### src/rtl/stage3_hart_scheduler.sv
// Barrel hart scheduler for the 3-stage pipeline.
// Each advance picks the next eligible hart round-robin, starting after the
// current hart. A per-hart blocked bit keeps stalled harts out of rotation.
// All outputs come straight from flops.
module stage3_hart_scheduler #(
   parameter int NUM_HARTS = 4,
   parameter int HID_W     = (NUM_HARTS > 1) ? $clog2(NUM_HARTS) : 1
) (
   input  logic                 CLK,
   input  logic                 nRST,
   input  logic [NUM_HARTS-1:0] hart_enable,
   input  logic                 block_req,
   input  logic [HID_W-1:0]     block_hart,
   input  logic                 wake_req,
   input  logic [HID_W-1:0]     wake_hart,
   input  logic                 fetch_stall,
   output logic [31:0]          hart_id,
   output logic                 hart_valid,
   output logic [NUM_HARTS-1:0] blocked
);

   localparam logic [0:0] IDLE = 1'b0;
   localparam logic [0:0] RUN  = 1'b1;

   logic [0:0]           state;
   logic [HID_W-1:0]     cur;
   logic [NUM_HARTS-1:0] blocked_next;
   logic [NUM_HARTS-1:0] eligible;
   logic                 found;
   logic [HID_W-1:0]     next_idx;
   int                   cand;

   // Same-cycle blocked update: set first, then clear, so a wake wins over
   // a block on the same hart. Out-of-range indices match no bit.
   always_comb begin
      blocked_next = blocked;
      for (int i = 0; i < NUM_HARTS; i++) begin
         if (block_req && (int'(block_hart) == i)) blocked_next[i] = 1'b1;
      end
      for (int i = 0; i < NUM_HARTS; i++) begin
         if (wake_req && (int'(wake_hart) == i)) blocked_next[i] = 1'b0;
      end
   end

   // Eligibility looks ahead at this cycle's block/wake so a hart blocked
   // now is never picked on the same edge.
   always_comb eligible = hart_enable & ~blocked_next;

   // Next-hart search: lowest index from IDLE, otherwise circular starting
   // at cur+1 and ending at cur, so cur only wins when it is alone.
   always_comb begin
      found    = 1'b0;
      next_idx = cur;
      cand     = 0;
      if (state == IDLE) begin
         for (int i = 0; i < NUM_HARTS; i++) begin
            if (!found && eligible[i]) begin
               found    = 1'b1;
               next_idx = HID_W'(i);
            end
         end
      end else begin
         for (int off = 1; off <= NUM_HARTS; off++) begin
            cand = (int'(cur) + off) % NUM_HARTS;
            if (!found && eligible[cand]) begin
               found    = 1'b1;
               next_idx = HID_W'(cand);
            end
         end
      end
   end

   // Blocked bits track every cycle; selection and state only move when
   // fetch can take a new hart, so an in-flight selection is never revoked.
   always_ff @(posedge CLK or negedge nRST) begin
      if (!nRST) begin
         blocked <= '0;
         cur     <= '0;
         state   <= IDLE;
      end else begin
         blocked <= blocked_next;
         if (!fetch_stall) begin
            if (found) begin
               cur   <= next_idx;
               state <= RUN;
            end else begin
               state <= IDLE;
            end
         end
      end
   end

   // Fetch sees the index zero-extended to a machine word.
   always_comb begin
      hart_id    = 32'(cur);
      hart_valid = (state == RUN);
   end

endmodule

### config.mk
export PLATFORM = sky130hd
export DESIGN_NAME = stage3_hart_scheduler
export DESIGN_NICKNAME = d
export VERILOG_FILES = /design/src/rtl/stage3_hart_scheduler.sv
export SDC_FILE = /design/constraint.sdc
export NUM_CORES = 1
export LEC_CHECK = 0
export BUFFER_PORTS_ARGS = -buffer_cell sky130_fd_sc_hd__buf_2
export CAP_MARGIN = 15
export CORE_UTILIZATION = 47
export CTS_CLUSTER_DIAMETER = 50
export DETAILED_ROUTE_END_ITERATION = 12
export PLACE_DENSITY = 0.93
export SYNTH_ARGS = -nofsm -noshare
export SYNTH_HDL_FRONTEND = slang
export SYNTH_SLANG_ARGS = --single-unit
### constraint.sdc
create_clock -name CLK -period 5.5 [get_ports CLK]
set_clock_uncertainty 0.15 [all_clocks]
set_input_delay 1.375 -clock CLK [delete_from_list [all_inputs] [get_ports CLK]]
set_output_delay 1.375 -clock CLK [all_outputs]
set_load 0.01 [all_outputs]
==> results.sh, run 1 <==
export IMPL_outcome="finished clean"
export IMPL_max_freq_mhz=328.9
export IMPL_yosys_register_bits=7
export IMPL_cp_slowest_cell="a21oi_1"
export IMPL_grt_pass1_wl_um=3001
export IMPL_core_area_um2=1745
export IMPL_post_drt_wl_per_cell_um=12.14
export IMPL_rows=15
export IMPL_maxCapViolCount=0
export IMPL_vias=806
export IMPL_cts_made_buffers=3
export IMPL_fin_area_um2=928.4
export IMPL_diodes=0
export IMPL_ys_warn_count=0
export IMPL_cts_tree="built"
export IMPL_drc_errors=0
export IMPL_min_to="blocked[0]$_DFF_PN0_"
export IMPL_report_final_slew_viol_count=0
export IMPL_grt_max_degree=10
export IMPL_antenna_left=0
export IMPL_p_per_area_nw_per_um2=346.5
export IMPL_hold_class="flip-flop to flip-flop"
export IMPL_die_w_um=45.54
export IMPL_ys_types=42
export IMPL_ir_drop_mv=0.2304
export IMPL_first_pass_iters=4
export IMPL_nNetsFinal=142
export IMPL_fin_tns_setup_ns=0
export IMPL_syn_to_final_growth_pct=4.213
export IMPL_globalplace_congestion=0.9486
export IMPL_synth_top_cells_by_area="buf_4 25%, dfrtp_1 20%, a21oi_1 3.4%"
export IMPL_viasPerCell=5.268
export IMPL_p_leak_nw=0.4620
export IMPL_initial_utilization_pct=51.04
export IMPL_antenna_found_initial=0
export IMPL_clkSinkCount=7
export IMPL_end_kind="flip-flop"
export IMPL_worstSetupStartpointType="primary input"
export IMPL_clockBufferDepth=2
export IMPL_min_period_ns=3.040
export IMPL_r2r_end="hart_valid$_DFFE_PN0N_"
export IMPL_pin_count=50
export IMPL_final_cell_mix="30 x conb_1, 19 x buf_2, 7 x inv_1, 7 x dfrtp_1"
export IMPL_period_share_pct=55.28
export IMPL_mostFrequentLayoutCell="conb_1"
export IMPL_wl_um=1857
export IMPL_hpwl_um=1504
export IMPL_ctsHoldBuffers=0
export IMPL_track_usage_pct=20.46
export IMPL_criticalPathCategory="primary input to flip-flop"
export IMPL_portBuffers=19
export IMPL_rrSetupSlack_ns=3.41
export IMPL_utilization_pct=53.19
export IMPL_htree_levels=1
export IMPL_r2r_start="cur[1]$_DFFE_PN0P_"
export IMPL_required_ns=5.50
export IMPL_synth_top_area_share_pct=25.28
export IMPL_dpl_instance_area_um2=900.9
export IMPL_synthArstFlopShare_pct=100.0
export IMPL_worst_r2r_cell_count=6
export IMPL_hold_viol_final=0
export IMPL_root_buffer="clkbuf_4"
export IMPL_layout_setup_ws_ns=2.460
export IMPL_grt_pass1_vias=687
export IMPL_cts_resized_gates=0
export IMPL_insertion_delay_ns=0.26
export IMPL_worstHoldStart="blocked[0]$_DFF_PN0_"
export IMPL_rsz0062_at_grt="false"
export IMPL_crit_arrival_ns=3.04
export IMPL_drive_above_1_share_pct=29.69
export IMPL_path_cells="buf_2 -> and4_2 -> a21oi_1 -> nand4_1 -> a32oi_2 -> o311ai_1 -> a22o_1"
export IMPL_slowest_delay_ns=0.39
export IMPL_synthCells=106
export IMPL_pre_cts_slack_ns=2.237
export IMPL_drt_iter0_drc=15
export IMPL_ys_seq_area_share_pct=19.66
export IMPL_yosysTopAreaCell="buf_4"
export IMPL_path_delay_family="compound AO/OA/AOI/OAI gates"
export IMPL_finalPower_w=0.0003217
export IMPL_setup_viol=0
export IMPL_dieArea_um2=2073
export IMPL_synth_avg_cell_area_um2=8.404
export IMPL_die_h_um=45.54
export IMPL_ys_flop_type="dfrtp_1"
export IMPL_grt_overflow_total=0
export IMPL_critPathBufInv=1
export IMPL_crit_fanout=8
export IMPL_hold_path_cell_count=2
export IMPL_post_cts_buffers=0
export IMPL_netlist_area_um2=890.9
export IMPL_path_clk_slew_ns=0.05
export IMPL_synth_edf_count=0
==> flip-flops by register name (all words and copies together), names as in the netlist <==
name,count
hart_valid,1
blocked,4
cur,2
==> through the flow <==
stage / hold slack (ns) / cells
5_1_grt: 0.4271 / 153
3_3_place_gp: 0.3684 / 149
2_1_floorplan: 0.4023 / 135
4_1_cts: 0.3807 / 153
6_report: 0.3821 / 153
3_5_place_dp: 0.3717 / 149
==> tightest hold or removal path: cells and delay by family, from the launching register on <==
kind / cells / cell delay, ns
AO/OA/AOI/OAI: 1 / 0.05
buffers and inverters: 1 / 0.05
flip-flops: 1 / 0.38
==> worst max-delay path by stage <==
stage | from | end | depth (start not counted)
final | wake_req | hart_valid$_DFFE_PN0N_ | 7
after floorplan | block_hart[1] | hart_valid$_DFFE_PN0N_ | 6
after detailed placement | block_hart[1] | hart_valid$_DFFE_PN0N_ | 7
after CTS | wake_req | hart_valid$_DFFE_PN0N_ | 7
after global routing | wake_req | hart_valid$_DFFE_PN0N_ | 7
after global placement | block_hart[1] | hart_valid$_DFFE_PN0N_ | 7
==> kinds of logic (layout without fill, tap and decap cells) <==
kind of cell | count (synthesis) | after routing | share of synthesized area, %
mux | 1 | 1 | 1.124
flops | 7 | 7 | 19.66
buf+inv | 37 | 30 | 28.23
compound gates | 35 | 35 | 31.88
simple gates | 25 | 25 | 18.68
other cells | 1 | 30 | 0.4209
==> layer usage <==
layer  GRT usage (%)  part of all wire (%)  wire length, µm
met1           24.39                    38              714
met2           34.00                    49              912
met3           6.349                   9.9              184
met4           7.879                   2.5               46
met5               0                     0                0
==> synthesized netlist by cell type, drive strengths merged, types with 2 or more instances <==
cell type,instances
nand2,6
and4b,2
a21oi,7
nor2,3
nand3b,2
o211ai,2
a211oi,5
dfrtp,7
buf,30
inv,7
nand4,2
a21o,3
a31oi,5
o21ai,3
==> area by class of cell <==
class                      count  area, µm²
multi-input combinational     91      573.1
timing repair buffer          19      95.09
tap                           25      31.28
fill                         158      817.0
clock buffer                   3      22.52
clock inverter                 1      5.005
sequential                     7      175.2
inverter                       7      26.28
==> where the power goes <==
group / leakage (nW) / internal [W] / switching [W]
Combinational: 0.363 / 0.0000755 / 0.000105
Clock: 0.0177 / 0.0000266 / 0.0000207
Sequential: 0.0812 / 0.0000664 / 0.0000276
Total: 0.462 / 0.000169 / 0.000153
Power figures use the tool's default switching activity.
==> run 2, diff against run 1 <==
CORE_UTILIZATION = 39   (was 47)
PLACE_DENSITY = 0.84   (was 0.93)
clock period = 2.7 ns   (was 5.5 ns; I/O delays follow)
==> run 2 against run 1 <==
Effect of this change: sequential share of layout area decreased by 0.18 points; clock-buffer cell count up 1; final area increased by 0.94%; register-to-register slack lost 2.8 ns; non-clock buffer count grew 1; die area rose by 20%; via count did not move; critical endpoint unchanged.
==> results.sh, run 2 (synthesis results as in run 1) <==
export IMPL_first_pass_iters=4
export IMPL_grt_pass1_vias=716
export IMPL_clkSinkCount=7
export IMPL_setup_viol=0
export IMPL_r2r_end="hart_valid$_DFFE_PN0N_"
export IMPL_top_usage_layer="met2"
export IMPL_worstSetupStartpointType="primary input"
export IMPL_path_delay_family="compound AO/OA/AOI/OAI gates"
export IMPL_initial_utilization_pct=43.20
export IMPL_max_freq_mhz=429.3
export IMPL_crit_fanout=4
export IMPL_grt_max_degree=10
export IMPL_grt_overflow_total=0
export IMPL_post_drt_wl_per_cell_um=12.33
export IMPL_rows=16
export IMPL_required_ns=2.71
export IMPL_hpwl_um=1508
export IMPL_hold_viol_final=0
export IMPL_dieArea_um2=2480
export IMPL_rsz0062_at_grt="false"
export IMPL_largest_reg_flops=4
export IMPL_antenna_found_initial=0
export IMPL_cts_tree="built"
export IMPL_insertion_delay_ns=0.27
export IMPL_crit_arrival_ns=2.34
export IMPL_track_usage_pct=17.13
export IMPL_drt_iter0_drc=18
export IMPL_critPathBufInv=1
export IMPL_p_leak_nw=0.4638
export IMPL_root_buffer="clkbuf_4"
export IMPL_min_period_ns=2.329
export IMPL_use_met1_pct=18.39
export IMPL_drc_errors=0
export IMPL_core_area_um2=2062
export IMPL_n_fill_cell=216
export IMPL_drive_above_1_share_pct=29.46
export IMPL_die_h_um=49.80
export IMPL_syn_to_final_growth_pct=5.197
export IMPL_pin_count=50
export IMPL_vias=806
export IMPL_period_share_pct=86.27
export IMPL_outcome="finished clean"
export IMPL_grt_pass1_wl_um=3146
export IMPL_viasPerCell=5.167
export IMPL_report_final_slew_viol_count=0
export IMPL_slowest_delay_ns=0.43
export IMPL_end_kind="flip-flop"
export IMPL_ir_drop_mv=0.3537
export IMPL_wl_um=1923
export IMPL_worst_r2r_cell_count=6
export IMPL_clockBufferDepth=2
export IMPL_portBuffers=19
export IMPL_cts_resized_gates=0
export IMPL_grt_use_met3_pct=7.099
export IMPL_top_register="blocked"
export IMPL_ctsHoldBuffers=0
export IMPL_hold_class="primary input to asynchronous set/reset pin"
export IMPL_p_per_area_nw_per_um2=708.4
export IMPL_antenna_left=0
export IMPL_maxCapViolCount=0
export IMPL_criticalPathCategory="primary input to flip-flop"
export IMPL_die_w_um=49.80
export IMPL_nNetsFinal=143
export IMPL_path_cells="buf_2 -> or3b_4 -> a211oi_1 -> o21ai_1 -> a32oi_2 -> o311ai_1 -> a22o_1"
export IMPL_r2r_start="cur[1]$_DFFE_PN0P_"
export IMPL_diodes=0
export IMPL_cp_slowest_cell="or3b_4"
export IMPL_globalplace_congestion=0.9844
export IMPL_fin_tns_setup_ns=0
export IMPL_finalPower_w=0.0006639
export IMPL_utilization_pct=45.45
export IMPL_final_cell_mix="30 x conb_1, 19 x buf_2, 7 x inv_1, 7 x dfrtp_1"
export IMPL_mostFrequentLayoutCell="conb_1"
export IMPL_cts_made_buffers=3
export IMPL_rrSetupSlack_ns=0.58
export IMPL_htree_levels=1
export IMPL_post_cts_buffers=0
export IMPL_path_clk_slew_ns=0.06
export IMPL_grt_use_met2_pct=27.48
run 2: changes by cell type in the layout (fill, tap and decap cells not counted), sizes merged:
| cell | change |
|---|---|
| clkinv | -1 |
| buf | +1 |
| clkbuf | +1 |
run 2: worst register-to-register path, delay by kind of cell (launching register included):
| kind | cells | cell delay [ns] |
|---|---|---|
| buf+inv | 1 | 0.21 |
| compound gates | 5 | 1.14 |
| flops | 1 | 0.52 |
run 2: layer usage:
layer  wire length [µm]  vias up  share of wire, %
met2                908       41                47
met4                 38        0               2.0
met3                154        5               8.0
li1                   -      381                 -
met5                  0        -                 0
met1                822      379                43
run 2: cell type report:
cell class	instances	area [µm²]	share of cell area [%]
sequential	7	175.2	18.69
tap	27	33.78	3.605
timing repair buffer	20	102.6	10.95
inverter	7	26.28	2.804
multi-input combinational	91	573.1	61.15
clock buffer	4	26.28	2.804
run 2: how the worst max path moves through the flow:
stage	from	end	slack, ns	depth (start not counted)
2_1_floorplan	block_hart[1]	hart_valid$_DFFE_PN0N_	0.44	6
3_3_place_gp	block_hart[1]	hart_valid$_DFFE_PN0N_	0.17	7
3_5_place_dp	block_hart[1]	hart_valid$_DFFE_PN0N_	0.10	7
4_1_cts	block_hart[1]	hart_valid$_DFFE_PN0N_	0.40	7
5_1_grt	block_hart[1]	hart_valid$_DFFE_PN0N_	0.31	7
6_report	block_hart[1]	hart_valid$_DFFE_PN0N_	0.37	7
run 2: power by group:
part           internal [W]  total (W)  switching, W
logic              0.000156   0.000363      0.000207
registers          0.000135   0.000194     0.0000593
clock network     0.0000571   0.000106     0.0000493
run 2: through the flow:
step / std cells / instance area, µm² / worst slack (ns) / hold slack [ns]
floorplan: 135 / 999.7 / 0.4358 / 0.2294
global placement: 152 / 910.9 / 0.1653 / 0.3708
detailed placement: 152 / 910.9 / 0.1026 / 0.3844
CTS: 156 / 937.1 / 0.3955 / 0.09259
global route: 156 / 937.1 / 0.3111 / 0.09812
finish: 156 / 937.1 / 0.3707 / 0.08314
==> run 3, diff against run 2 <==
BUFFER_PORTS_ARGS = not set   (was -buffer_cell sky130_fd_sc_hd__buf_2)
CORE_UTILIZATION = 55   (was 39)
DONT_BUFFER_PORTS = 1   (was not set)
PLACE_DENSITY = 0.69   (was 0.84)
==> run 3 against run 2 <==
Effect of this change: sequential cell count stayed put; global-route usage is 3.2 points higher; core utilization is 10 points higher; die area is 28% lower; routed wire length is 11% lower; critical path type unchanged; largest cell class unchanged; largest power group unchanged.
==> results.sh, run 3 (synthesis results as in run 1) <==
export IMPL_hold_class="primary input to flip-flop"
export IMPL_path_clk_slew_ns=0.06
export IMPL_n_fill_cell=152
export IMPL_cts_resized_gates=0
export IMPL_post_cts_buffers=0
export IMPL_period_share_pct=78.88
export IMPL_syn_to_final_growth_pct=-5.899
export IMPL_post_drt_wl_per_cell_um=13.55
export IMPL_grt_pass1_vias=628
export IMPL_worstHoldStart="wake_hart[0]"
export IMPL_ir_drop_mv=0.4235
export IMPL_htree_levels=1
export IMPL_rsz0062_at_grt="false"
export IMPL_p_leak_nw=0.3934
export IMPL_largest_reg_flops=4
export IMPL_root_buffer="clkbuf_4"
export IMPL_cts_made_buffers=3
export IMPL_globalplace_congestion=0.8225
export IMPL_seqCellArea_um2=175.2
export IMPL_min_period_ns=2.130
export IMPL_hold_viol_final=0
export IMPL_crit_fanout=5
export IMPL_criticalPathCategory="primary input to flip-flop"
export IMPL_grt_max_degree=10
export IMPL_die_h_um=42.25
export IMPL_final_cell_mix="30 x conb_1, 7 x inv_1, 7 x dfrtp_1"
export IMPL_antenna_found_initial=0
export IMPL_required_ns=2.68
export IMPL_end_kind="flip-flop"
export IMPL_core_area_um2=1506
export IMPL_initial_utilization_pct=59.14
export IMPL_dp_cells=122
export IMPL_rows=14
export IMPL_p_per_area_nw_per_um2=730.9
export IMPL_fin_area_um2=838.3
export IMPL_layout_cells_non_filler=127
export IMPL_grt_pass1_wl_um=2815
export IMPL_outcome="finished clean"
export IMPL_top_register="blocked"
export IMPL_antenna_left=0
export IMPL_grt_overflow_total=0
export IMPL_cts_tree="built"
export IMPL_worstSetupStartpointType="primary input"
export IMPL_portBuffers=0
export IMPL_maxCapViolCount=0
export IMPL_dieArea_um2=1785
export IMPL_die_w_um=42.25
export IMPL_rrSetupSlack_ns=0.57
export IMPL_first_pass_iters=4
export IMPL_vias=738
export IMPL_max_freq_mhz=469.6
export IMPL_clockBufferDepth=2
export IMPL_drive_above_1_share_pct=17.12
export IMPL_pin_count=50
export IMPL_dpl_instance_area_um2=802.0
export IMPL_r2r_start="cur[1]$_DFFE_PN0P_"
export IMPL_setup_viol=0
export IMPL_insertion_delay_ns=0.25
export IMPL_mostFrequentLayoutCell="conb_1"
export IMPL_drt_iter0_drc=22
export IMPL_hpwl_um=1355
export IMPL_multi_input_area_um2=573.1
export IMPL_hold_worst_slack_ns=0.3792
export IMPL_ctsHoldBuffers=1
export IMPL_nNetsFinal=125
export IMPL_track_usage_pct=20.32
export IMPL_fin_tns_setup_ns=0
export IMPL_clkSinkCount=7
export IMPL_report_final_slew_viol_count=0
export IMPL_crit_arrival_ns=2.11
export IMPL_diodes=0
export IMPL_wl_um=1721
export IMPL_drc_errors=0
export IMPL_viasPerCell=5.811
export IMPL_worstSetupStartpoint="block_hart[1]"
[run 3: changes by cell type in the layout (fill, tap and decap cells not counted)]
cell,delta
buf_2,-19
dlygate4sd3_1,+1
[run 3: final cells by class]
cell class              instances  share of cell area, %
clock buffers                   4                  3.134
inverters                       7                  3.134
repair buffers                  2                  2.090
well taps                      16                  2.388
flip-flops and latches          7                  20.90
multi-input cells              91                  68.36
[run 3: path summary, 6_finish.rpt]
check                      cells after the start                endpoint
hold / removal                                 1    blocked[3]$_DFF_PN0_
max in group asynchronous                      1  hart_valid$_DFFE_PN0N_
setup / recovery                               6      cur[1]$_DFFE_PN0P_
setup reg to reg                               6  hart_valid$_DFFE_PN0N_
min in group asynchronous                      1    blocked[0]$_DFF_PN0_
hold reg to reg                                2    blocked[2]$_DFF_PN0_
[run 3: layer usage]
metal | part of all wire, % | global-route usage, %
met3 | 10 | 4.741
met1 | 41 | 27.03
met5 | 0 | 0
met2 | 49 | 33.23
met4 | 0 | 5.000
[run 3: worst max-delay path, cell delays in order]
cell	delay, ns
or3b_4	0.42
a21oi_4	0.20
nand2_1	0.12
o31a_1	0.34
nor4b_1	0.16
o32a_2	0.20
[run 3: stage by stage]
stage	total power, W	setup slack [ns]	util [%]
finish	0.0006127	0.5703	55.65
global route	0.0006619	0.3956	55.65
CTS	0.0006071	0.5860	55.65
detailed placement	0.0005058	0.3312	53.24
global placement	0.0005058	0.3377	53.24
floorplan	0.0004766	0.4358	-
[run 3: power by group]
part           switching (W)  internal [W]  total (W)  leakage (nW)
registers          0.0000790      0.000135   0.000214        0.0812
clock network      0.0000409     0.0000565  0.0000974        0.0150
logic               0.000170      0.000132   0.000302         0.297
